`src/rtl/online_pkg.sv`:
```
// Shared definitions for the radix-2 online multiplier datapath stages.
// Digits are encoded as {plus,minus} flag pairs; the estimate is a small signed integer in units of 2^-2.
package online_pkg;

    localparam int DEF_BITS = 9;
    localparam int EST_W    = 6;

    localparam logic [1:0] DIG_POS  = 2'b10;
    localparam logic [1:0] DIG_ZERO = 2'b00;
    localparam logic [1:0] DIG_NEG  = 2'b01;

    typedef enum logic [1:0] {
        IDLE,
        WARMUP,
        RUN
    } state_t;

endpackage

```
`src/rtl/online_digit_select.sv`:
```
// Combinational digit selection and residual-top recode for the online multiplier.
// Works only on the four most significant borrow-save positions of the adder sum.
module online_digit_select
    import online_pkg::*;
(
    input  logic       run,
    input  logic [3:0] v_plus_top,
    input  logic [3:0] v_minus_top,
    output logic [1:0] digit,
    output logic [2:0] u_plus,
    output logic [2:0] u_minus,
    output logic       ovf
);

    logic signed [EST_W-1:0] est;
    logic signed [EST_W-1:0] u;
    logic signed [EST_W-1:0] sat;
    logic signed [EST_W-1:0] neg;

    // Fields are unsigned magnitudes; the widened difference covers -15..15.
    // The recoded top keeps at most 3 bits of magnitude, so |u| > 7 must saturate.
    always_comb begin
        est = $signed({2'b00, v_plus_top}) - $signed({2'b00, v_minus_top});

        digit = DIG_ZERO;
        if (run) begin
            if (est >= 6'sd2) begin
                digit = DIG_POS;
            end else if (est <= -6'sd3) begin
                digit = DIG_NEG;
            end
        end

        u = est;
        if (digit == DIG_POS) begin
            u = est - 6'sd4;
        end else if (digit == DIG_NEG) begin
            u = est + 6'sd4;
        end

        ovf = (u > 6'sd7) || (u < -6'sd7);

        sat = u;
        if (u > 6'sd7) begin
            sat = 6'sd7;
        end else if (u < -6'sd7) begin
            sat = -6'sd7;
        end

        neg     = -sat;
        u_plus  = 3'b000;
        u_minus = 3'b000;
        if (sat >= 6'sd0) begin
            u_plus = 3'(sat);
        end else begin
            u_minus = 3'(neg);
        end
    end

endmodule

```
`src/rtl/online_mult_select_stage.sv`:
```
// Digit-selection / residual-update stage of the radix-2 online multiplier.
// Sequences the online-delay warm-up, then emits NDIGITS digits while registering W = 2*(V - p).
module online_mult_select_stage
    import online_pkg::*;
#(
    parameter int BITS    = DEF_BITS,
    parameter int NDIGITS = 8,
    parameter int DELTA   = 3
) (
    input  logic            clk,
    input  logic            rst,
    input  logic            start,
    input  logic            in_valid,
    input  logic [BITS-1:0] v_plus,
    input  logic [BITS-1:0] v_minus,
    output logic [BITS-1:0] w_plus,
    output logic [BITS-1:0] w_minus,
    output logic            p_plus,
    output logic            p_minus,
    output logic            out_valid,
    output logic            busy,
    output logic            done,
    output logic            err
);

    localparam int WW = (DELTA   > 0) ? $clog2(DELTA + 1)   : 1;
    localparam int DW = (NDIGITS > 0) ? $clog2(NDIGITS + 1) : 1;
    localparam logic [WW-1:0] WARM_LAST = WW'(DELTA - 1);
    localparam logic [DW-1:0] DIG_LAST  = DW'(NDIGITS - 1);

    state_t          state;
    state_t          state_nxt;
    logic [WW-1:0]   warm_cnt;
    logic [DW-1:0]   dig_cnt;
    logic            take_start;
    logic            take_warm;
    logic            take_run;
    logic            run_last;
    logic            in_run;
    logic [1:0]      digit;
    logic [2:0]      u_plus;
    logic [2:0]      u_minus;
    logic            ovf;

    always_ff @(posedge clk or posedge rst) begin
        if (rst) begin
            state <= IDLE;
        end else begin
            state <= state_nxt;
        end
    end

    always_comb begin
        state_nxt = state;
        case (state)
            IDLE:    if (start) state_nxt = WARMUP;
            WARMUP:  if (in_valid && warm_cnt == WARM_LAST) state_nxt = RUN;
            RUN:     if (in_valid && dig_cnt == DIG_LAST) state_nxt = IDLE;
            default: state_nxt = IDLE;
        endcase
    end

    // A start in IDLE takes priority over a simultaneous in_valid, whose data is dropped.
    always_comb begin
        busy       = (state != IDLE);
        in_run     = (state == RUN);
        take_start = (state == IDLE) && start;
        take_warm  = (state == WARMUP) && in_valid;
        take_run   = in_run && in_valid;
        run_last   = take_run && (dig_cnt == DIG_LAST);
    end

    online_digit_select u_select (
        .run         (in_run),
        .v_plus_top  (v_plus[BITS-1 -: 4]),
        .v_minus_top (v_minus[BITS-1 -: 4]),
        .digit       (digit),
        .u_plus      (u_plus),
        .u_minus     (u_minus),
        .ovf         (ovf)
    );

    // Residual is the recoded top digits followed by the untouched low bits, shifted left by one.
    always_ff @(posedge clk or posedge rst) begin
        if (rst) begin
            w_plus    <= '0;
            w_minus   <= '0;
            p_plus    <= 1'b0;
            p_minus   <= 1'b0;
            out_valid <= 1'b0;
            done      <= 1'b0;
            err       <= 1'b0;
            warm_cnt  <= '0;
            dig_cnt   <= '0;
        end else begin
            out_valid <= take_run;
            done      <= run_last;
            if (take_start) begin
                w_plus   <= '0;
                w_minus  <= '0;
                err      <= 1'b0;
                warm_cnt <= '0;
                dig_cnt  <= '0;
            end else if (take_warm || take_run) begin
                w_plus  <= {u_plus,  v_plus[BITS-5:0],  1'b0};
                w_minus <= {u_minus, v_minus[BITS-5:0], 1'b0};
                if (ovf) begin
                    err <= 1'b1;
                end
                if (take_warm) begin
                    warm_cnt <= warm_cnt + WW'(1);
                end
                if (take_run) begin
                    {p_plus, p_minus} <= digit;
                    dig_cnt           <= dig_cnt + DW'(1);
                end
            end
        end
    end

endmodule

```
`config.mk`:
```
export PLATFORM = sky130hd
export DESIGN_NAME = online_mult_select_stage
export DESIGN_NICKNAME = d
export VERILOG_FILES = /design/src/rtl/online_pkg.sv /design/src/rtl/online_digit_select.sv /design/src/rtl/online_mult_select_stage.sv
export SDC_FILE = /design/constraint.sdc
export NUM_CORES = 1
export LEC_CHECK = 0
export ABC_AREA = 1
export CAP_MARGIN = 10
export CORE_UTILIZATION = 46
export CTS_BUF_LIST = sky130_fd_sc_hd__clkbuf_4 sky130_fd_sc_hd__clkbuf_8
export DETAILED_ROUTE_END_ITERATION = 10
export PLACE_DENSITY = 0.79
export SLEW_MARGIN = 10
export SYNTH_ARGS = -nofsm -noshare
export SYNTH_HDL_FRONTEND = slang
export SYNTH_HIERARCHICAL = 1
export SYNTH_SLANG_ARGS = --single-unit
```
`constraint.sdc`:
```
create_clock -name clk -period 2.6 [get_ports clk]
set_clock_uncertainty 0.2 [all_clocks]
set_input_delay 0.39 -clock clk [delete_from_list [all_inputs] [get_ports clk]]
set_output_delay 0.39 -clock clk [all_outputs]
set_load 0.1 [all_outputs]
```
==> flow_summary_export.csv, run 1 <==
group,metric,value,unit
placement,place_area,0.002486,mm2
outcome,status,"finished, violations left",
hold_path,hp-class,"reg2reg",
placement,port_buffers,43,
finish,syn2layout_area_growth,53.56,%
die,core,0.003689,mm2
pwr,ir_drop,0.7590,mV
grt,antenna_found_initial,0,
timing,fin_crit_sh,135.6,%
die,die_x,64.41,um
timing,fin_hold_ws,0.2746,ns
grt,grt_max_degree,30,
routing,vias_per_cell,4.989,
yosys,yosysTopAreaCell,"dfrtp_1",
timing,fmax,0.2836,GHz
pwr,power_density,1157,mW/mm2
routing,postRouteAntennaNets,0,
yosys,synth_top_area_share,40.50,%
setup_path,r2r_start,"state[0]",
finish,layout.nets,345,
routing,dr.pass1.iters,4,
finish,fill_cells,281,
yosys,synth.distinct_cells,28,
clock_tree,cts-buffers-inserted,5,
hold_path,holdCritStartpoint,"w_plus[8]",
yosys,syn_area_per_cell,7.893,um2
finish,seqCellArea,725.7,um2
placement,place_congestion,0.8098,
grt,grt.total_usage,23.78,%
routing,drtIter0Drc,42,
die,pin_count,46,
timing,fin_crit,3.526,ns
yosys,postSynthCellCount,227,
finish,stdcell_area,0.002751,mm2
timing,hold_violations,0,
setup_path,critPathKind,"in2reg",
yosys,ys_ff_latch,29,
setup_path,critPathCaptureType,"flip-flop",
setup_path,required,2.63,ns
grt,grt_first_pass_wirelength,7576,um
pwr,sw_frac_of_total,56.71,%
routing,vias,1801,
clock_tree,clk_latency,0.28,ns
setup_path,worstPathMaxFanout,4,
die,die-height,64.41,um
timing,layout_setup_ws,-0.9260,ns
clock_tree,root_buffer,"clkbuf_8",
yosys,synth_top_cells_by_area,"dfrtp_1 (41%), nand2_1 (13%), nand3_1 (8.9%)",
timing,drv_slew,0,
setup_path,cp-start-kind,"input pin",
die,die-area,0.004149,mm2
outcome,violations,"setup timing",
yosys,yosys_warnings,6,
timing,tns,-5.127,ns
die,rows,22,
die,start_util,48.58,%
placement,dp_hpwl,3085,um
setup_path,worstPathArrival,3.55,ns
clock_tree,clock_path_buffers,2,
pwr,p_int,1378,uW
clock_tree,tritoncts,"built",
finish,final_common_cell,"nand2_1",
finish,num_antenna_cells,0,
finish,final_cell_mix,"nand2_1 (62), buf_4 (59), nand3_1 (29), dfrtp_1 (29), inv_1 (21)",
flow_run,cap_violations,0,
routing,drc,0,
placement,pre_cts_ws,-1.577,ns
routing,avgRoutedWirePerCell,12.44,um
pwr,p_seq_share,21.7,%
finish,drive_above_1_share,40.26,%
pwr,pwr-share-comb,66.8,%
finish,multi_input_area,0.001055,mm2
pwr,p_clk_share,11.5,%
clock_tree,clock-sinks,29,
grt,overflow,0,
timing,setup_violations,7,
pwr,p_sw,1805,uW
clock_tree,h-tree-depth,2,
yosys,synth_area,0.001792,mm2
pwr,p_leak,0.001478,uW
clock_tree,path_clk_slew,0.06,ns
routing,drt_wl_total,4491,um
yosys,ys_seq_area_share,40.50,%
grt,first_global_vias,1795,
timing,rsz0062_at_grt,"yes",
setup_path,startpoint,"v_plus[5]",
pwr,power,3183,uW
[layer usage]
metal  track usage, %  share of wire (%)  up-vias
met2            42.24                 53       38
li1                 -                  -      889
met4            10.00                2.4        0
met1            27.45                 40      861
met3            5.106                4.1       13
met5                0                  0        -
[state kept, by name (all words and copies together) (netlist names)]
signal,flops
warm_cnt,2
state,2
done,1
w_minus,8
err,1
dig_cnt,4
p_minus,1
p_plus,1
w_plus,8
out_valid,1
[cells in the mapped netlist, drive strengths merged]
library cell   n
nand2         72
nand3         38
inv           34
dfrtp         29
nor2          15
ha            10
o21ai          8
buf            6
a21oi          5
nand4          2
nor3           2
a22oi          1
conb           1
fa             1
o211ai         1
o31ai          1
xnor2          1
[power by group through the flow]
stage | Combinational [uW] | Clock, uW | Sequential (uW)
floorplan | 666 | 0 | 1560
global placement | 1980 | 0 | 691
detailed placement | 2010 | 0 | 699
CTS | 2070 | 369 | 692
global route | 2270 | 392 | 711
finish | 2130 | 365 | 691
[timing repair]
action / 4_1_cts / 5_1_grt
resized for setup: 36 / 12
buffers inserted: 6 / 4
pin swaps: 19 / 23
endpoints found under the setup margin: 8 / 7
hold buffers: 0 / 0
[worst max-delay path, cell delays in order]
cell	delay, ns
buf_8	0.11
inv_12	0.04
ha_4	0.11
inv_2	0.04
fa_2	0.41
xnor2_2	0.21
inv_2	0.08
ha_4	0.16
o21ai_2	0.12
nand3_2	0.12
nand2_2	0.10
buf_4	0.12
nand2_1	0.05
nand2_1	0.09
nand2_1	0.07
nand3_1	0.10
nand2_1	0.10
ha_4	0.29
inv_4	0.04
a22oi_2	0.18
ha_4	0.16
nand4_1	0.08
nand2_1	0.09
inv_1	0.04
nor2_1	0.09
nand3_1	0.08
nand2_1	0.08
[kinds of logic (layout without fill, tap and decap cells)]
family                     count (synthesis)  after routing  share of synthesized area [%]
and+or+nand+nor                          129            129                          35.47
buffers and inverters                     40            125                          9.707
DFF                                       29             29                          40.50
AOI/OAI and AO/OA                         16             16                          5.098
adders and majority gates                 11             11                          8.101
other                                      1              2                         0.2093
xor gates and xnor gates                   1              1                         0.9081
[worst paths after layout]
kind	end	slack [ns]	cells after the start
max in group asynchronous	w_plus[6]	1.65	3
worst max-delay path	w_minus[8]	-0.93	27
min in group asynchronous	w_minus[2]	0.28	3
worst min register to register	w_plus[8]	0.27	2
worst min-delay path	w_plus[8]	0.27	2
worst max register to register	w_minus[8]	-0.33	23
[final cells by class]
type | instances | area share [%]
Timing Repair Buffer | 83 | 24.69
Clock buffer | 6 | 2.774
Tap cell | 48 | 2.183
Sequential cell | 29 | 26.38
Clock inverter | 2 | 0.3638
Multi-Input combinational cell | 159 | 38.34
Inverter | 34 | 5.275
[per-stage QoR]
step	instances	util, %
finish	361	74.59
global route	361	74.59
CTS	358	72.63
detailed placement	344	67.40
global placement	344	67.40
floorplan	228	-
Power figures use the tool's default switching activity.
==> run 2, diff against run 1 <==
--- a/config.mk
+++ b/config.mk
@@ -7,10 +7,11 @@
 export LEC_CHECK = 0
 export ABC_AREA = 1
 export CAP_MARGIN = 10
-export CORE_UTILIZATION = 46
+export CORE_UTILIZATION = 54
 export CTS_BUF_LIST = sky130_fd_sc_hd__clkbuf_4 sky130_fd_sc_hd__clkbuf_8
+export CTS_CLUSTER_SIZE = 30
 export DETAILED_ROUTE_END_ITERATION = 10
-export PLACE_DENSITY = 0.79
+export PLACE_DENSITY = 0.87
 export SLEW_MARGIN = 10
 export SYNTH_ARGS = -nofsm -noshare
 export SYNTH_HDL_FRONTEND = slang
==> constraint.sdc (replaced) <==
create_clock -name clk -period 4.4 [get_ports clk]
set_clock_uncertainty 0.2 [all_clocks]
set_input_delay 0.66 -clock clk [delete_from_list [all_inputs] [get_ports clk]]
set_output_delay 0.66 -clock clk [all_outputs]
set_load 0.1 [all_outputs]
==> run 2 against run 1 <==
Compared with the run above: the flow now finishes without violations; sequential share of layout area grew 4.5 points; critical path depth shrank 2; clock power shrank 57%; flip-flop and latch count is the same; setup slack gained 1.2 ns; combinational power shrank 46%; cell count shrank 11%; global-route usage grew 1.6 points; total power shrank 46%; highest routed layer unchanged.
==> flow_summary_export.csv, run 2 (synthesis gave the netlist of run 1 again) <==
group,metric,value,unit
outcome,status,"completed",
pwr,p_clk_share,9.2,%
grt,grt_max_degree,30,
timing,slew_headroom,28.96,%
finish,stdcell_area,0.002352,mm2
die,core,0.003103,mm2
finish,reg_top3,"w_minus x8, w_plus x8, dig_cnt x4",
setup_path,worstPathArrival,4.18,ns
die,die-area,0.003552,mm2
clock_tree,h-tree-depth,2,
timing,setup_violations,0,
timing,fin_crit,4.109,ns
finish,drive_above_1_share,16.49,%
setup_path,critPathKind,"in2reg",
pwr,p_seq_share,24.0,%
setup_path,reg2regPathDepth,21,
finish,syn2layout_area_growth,31.29,%
pwr,p_int,700.3,uW
pwr,ir_drop,0.4066,mV
pwr,p_leak,0.001239,uW
grt,antenna_found_initial,0,
routing,drtIter0Drc,77,
finish,layout.nets,311,
grt,first_global_vias,1622,
clock_tree,tritoncts,"built",
timing,drv_slew,0,
clock_tree,path_clk_slew,0.09,ns
clock_tree,root_buffer,"clkbuf_4",
finish,final_common_cell,"nand2_1",
routing,vias_per_cell,5.096,
routing,postRouteAntennaNets,0,
setup_path,cp-start-kind,"input pin",
clock_tree,clock-sinks,29,
routing,avgRoutedWirePerCell,12.00,um
hold_path,hp-class,"reg2reg",
finish,num_antenna_cells,0,
placement,place_area,0.002282,mm2
clock_tree,cts-buffers-inserted,5,
setup_path,critPathCaptureType,"flip-flop",
finish,final_cell_mix,"nand2_1 (64), clkdlybuf4s50_1 (43), nand3_1 (32), inv_1 (29), dfrtp_1 (29)",
timing,fmax,0.2434,GHz
routing,drt_wl_total,3877,um
routing,dr.pass1.iters,5,
timing,hold_violations,0,
die,rows,20,
setup_path,required,4.47,ns
placement,port_buffers,43,
placement,dp_hpwl,3009,um
timing,rsz0062_at_grt,"no",
pwr,pwr-share-comb,66.8,%
die,pin_count,46,
timing,fin_hold_ws,0.2800,ns
grt,grt.total_usage,25.36,%
die,die-height,59.60,um
grt,grt_first_pass_wirelength,6575,um
clock_tree,cts_setup_buffers,0,
clock_tree,clock_path_buffers,2,
routing,vias,1646,
pwr,sw_frac_of_total,59.08,%
die,start_util,57.74,%
setup_path,worstPathMaxFanout,4,
finish,fill_cells,257,
routing,drc,0,
pwr,power_density,727.5,mW/mm2
placement,place_congestion,0.8764,
grt,overflow,0,
flow_run,cap_violations,0,
hold_path,hold_depth,2,
timing,fin_crit_sh,93.39,%
timing,worstMarginPinSlew,1.064,ns
clock_tree,clk_latency,0.33,ns
pwr,p_sw,1011,uW
die,die_x,59.60,um
run 2: cell types whose count changed in the layout (fill, tap and decap cells not counted), moves of 3 or more:
cell	change
buf_4	-53
clkdlybuf4s50_1	+30
inv_1	+8
dlygate4sd2_1	-6
ha_4	-6
inv_2	-6
clkbuf_4	+5
clkbuf_8	-5
ha_1	+4
buf_6	-3
nand3_1	+3
nor2_4	-3
run 2: cell type report:
class                           count  area (um2)  share of cell area, %
Clock buffer                        6       45.04                  1.915
Timing Repair Buffer               49       475.5                  20.21
Multi-Input combinational cell    159       910.9                  38.72
Sequential cell                    29       725.7                  30.85
Tap cell                           44       55.05                  2.340
Clock inverter                      2       10.01                 0.4255
Inverter                           34       130.1                  5.532
run 2: final timing paths:
path                             from          to  slack, ns
min                               err         err       0.28
min reg2reg                       err         err       0.28
max                        v_minus[7]  w_minus[8]       0.29
max reg2reg                  state[0]  w_minus[8]       1.32
min in group asynchronous         rst    state[0]       0.69
max in group asynchronous         rst      p_plus       2.66
run 2: timing repair:
| action | 4_1_cts | 5_1_grt |
|---|---|---|
| setup endpoints to repair | 0 | 2 |
| resized for setup | 0 | 7 |
| hold buffers | 0 | 0 |
run 2: power by group through the flow:
| stage | clock (uW) | sequential [uW] | combinational (uW) |
|---|---|---|---|
| floorplan | 0 | 921 | 376 |
| global placement | 0 | 410 | 1120 |
| detailed placement | 0 | 417 | 1140 |
| CTS | 161 | 412 | 1140 |
| global route | 173 | 420 | 1210 |
| finish | 158 | 411 | 1140 |
run 2: per-layer routing:
| metal | up-vias | track usage (%) | share of wire (%) |
|---|---|---|---|
| met1 | 763 | 26.41 | 38 |
| met2 | 57 | 48.64 | 54 |
| li1 | 822 | - | - |
| met4 | 0 | 10.63 | 1.2 |
| met3 | 4 | 5.240 | 6.2 |
| met5 | - | 0 | 0 |
run 2: critical path, stage by stage:
cell and delay (ns):
clkdlybuf4s50_1 0.45, inv_1 0.05, ha_2 0.38, nand3_1 0.13, nand3_1 0.15, nand2_2 0.08, ha_1 0.23, o21ai_2 0.17
nand3_2 0.13, nand2_2 0.10, nand2_1 0.05, nand3_1 0.06, nand2_1 0.07, nor3_1 0.16, nand2_1 0.08, ha_1 0.32
inv_2 0.06, a22oi_1 0.19, ha_2 0.20, nand4_1 0.09, nand2_1 0.07, inv_1 0.03, nor2_1 0.09, nand3_1 0.08
nand2_1 0.08
run 2: per-stage QoR:
stage / util, % / TNS, ns / std cells / power (uW) / setup WS [ns]
floorplan: - / 0 / 228 / 1297 / 0.4158
global placement: 73.55 / 0 / 315 / 1528 / 0.06052
detailed placement: 73.55 / -0.2311 / 315 / 1558 / -0.1625
CTS: 75.32 / 0 / 323 / 1717 / 0.1707
global route: 75.81 / 0 / 323 / 1805 / 0.04911
finish: 75.81 / 0 / 323 / 1711 / 0.2910
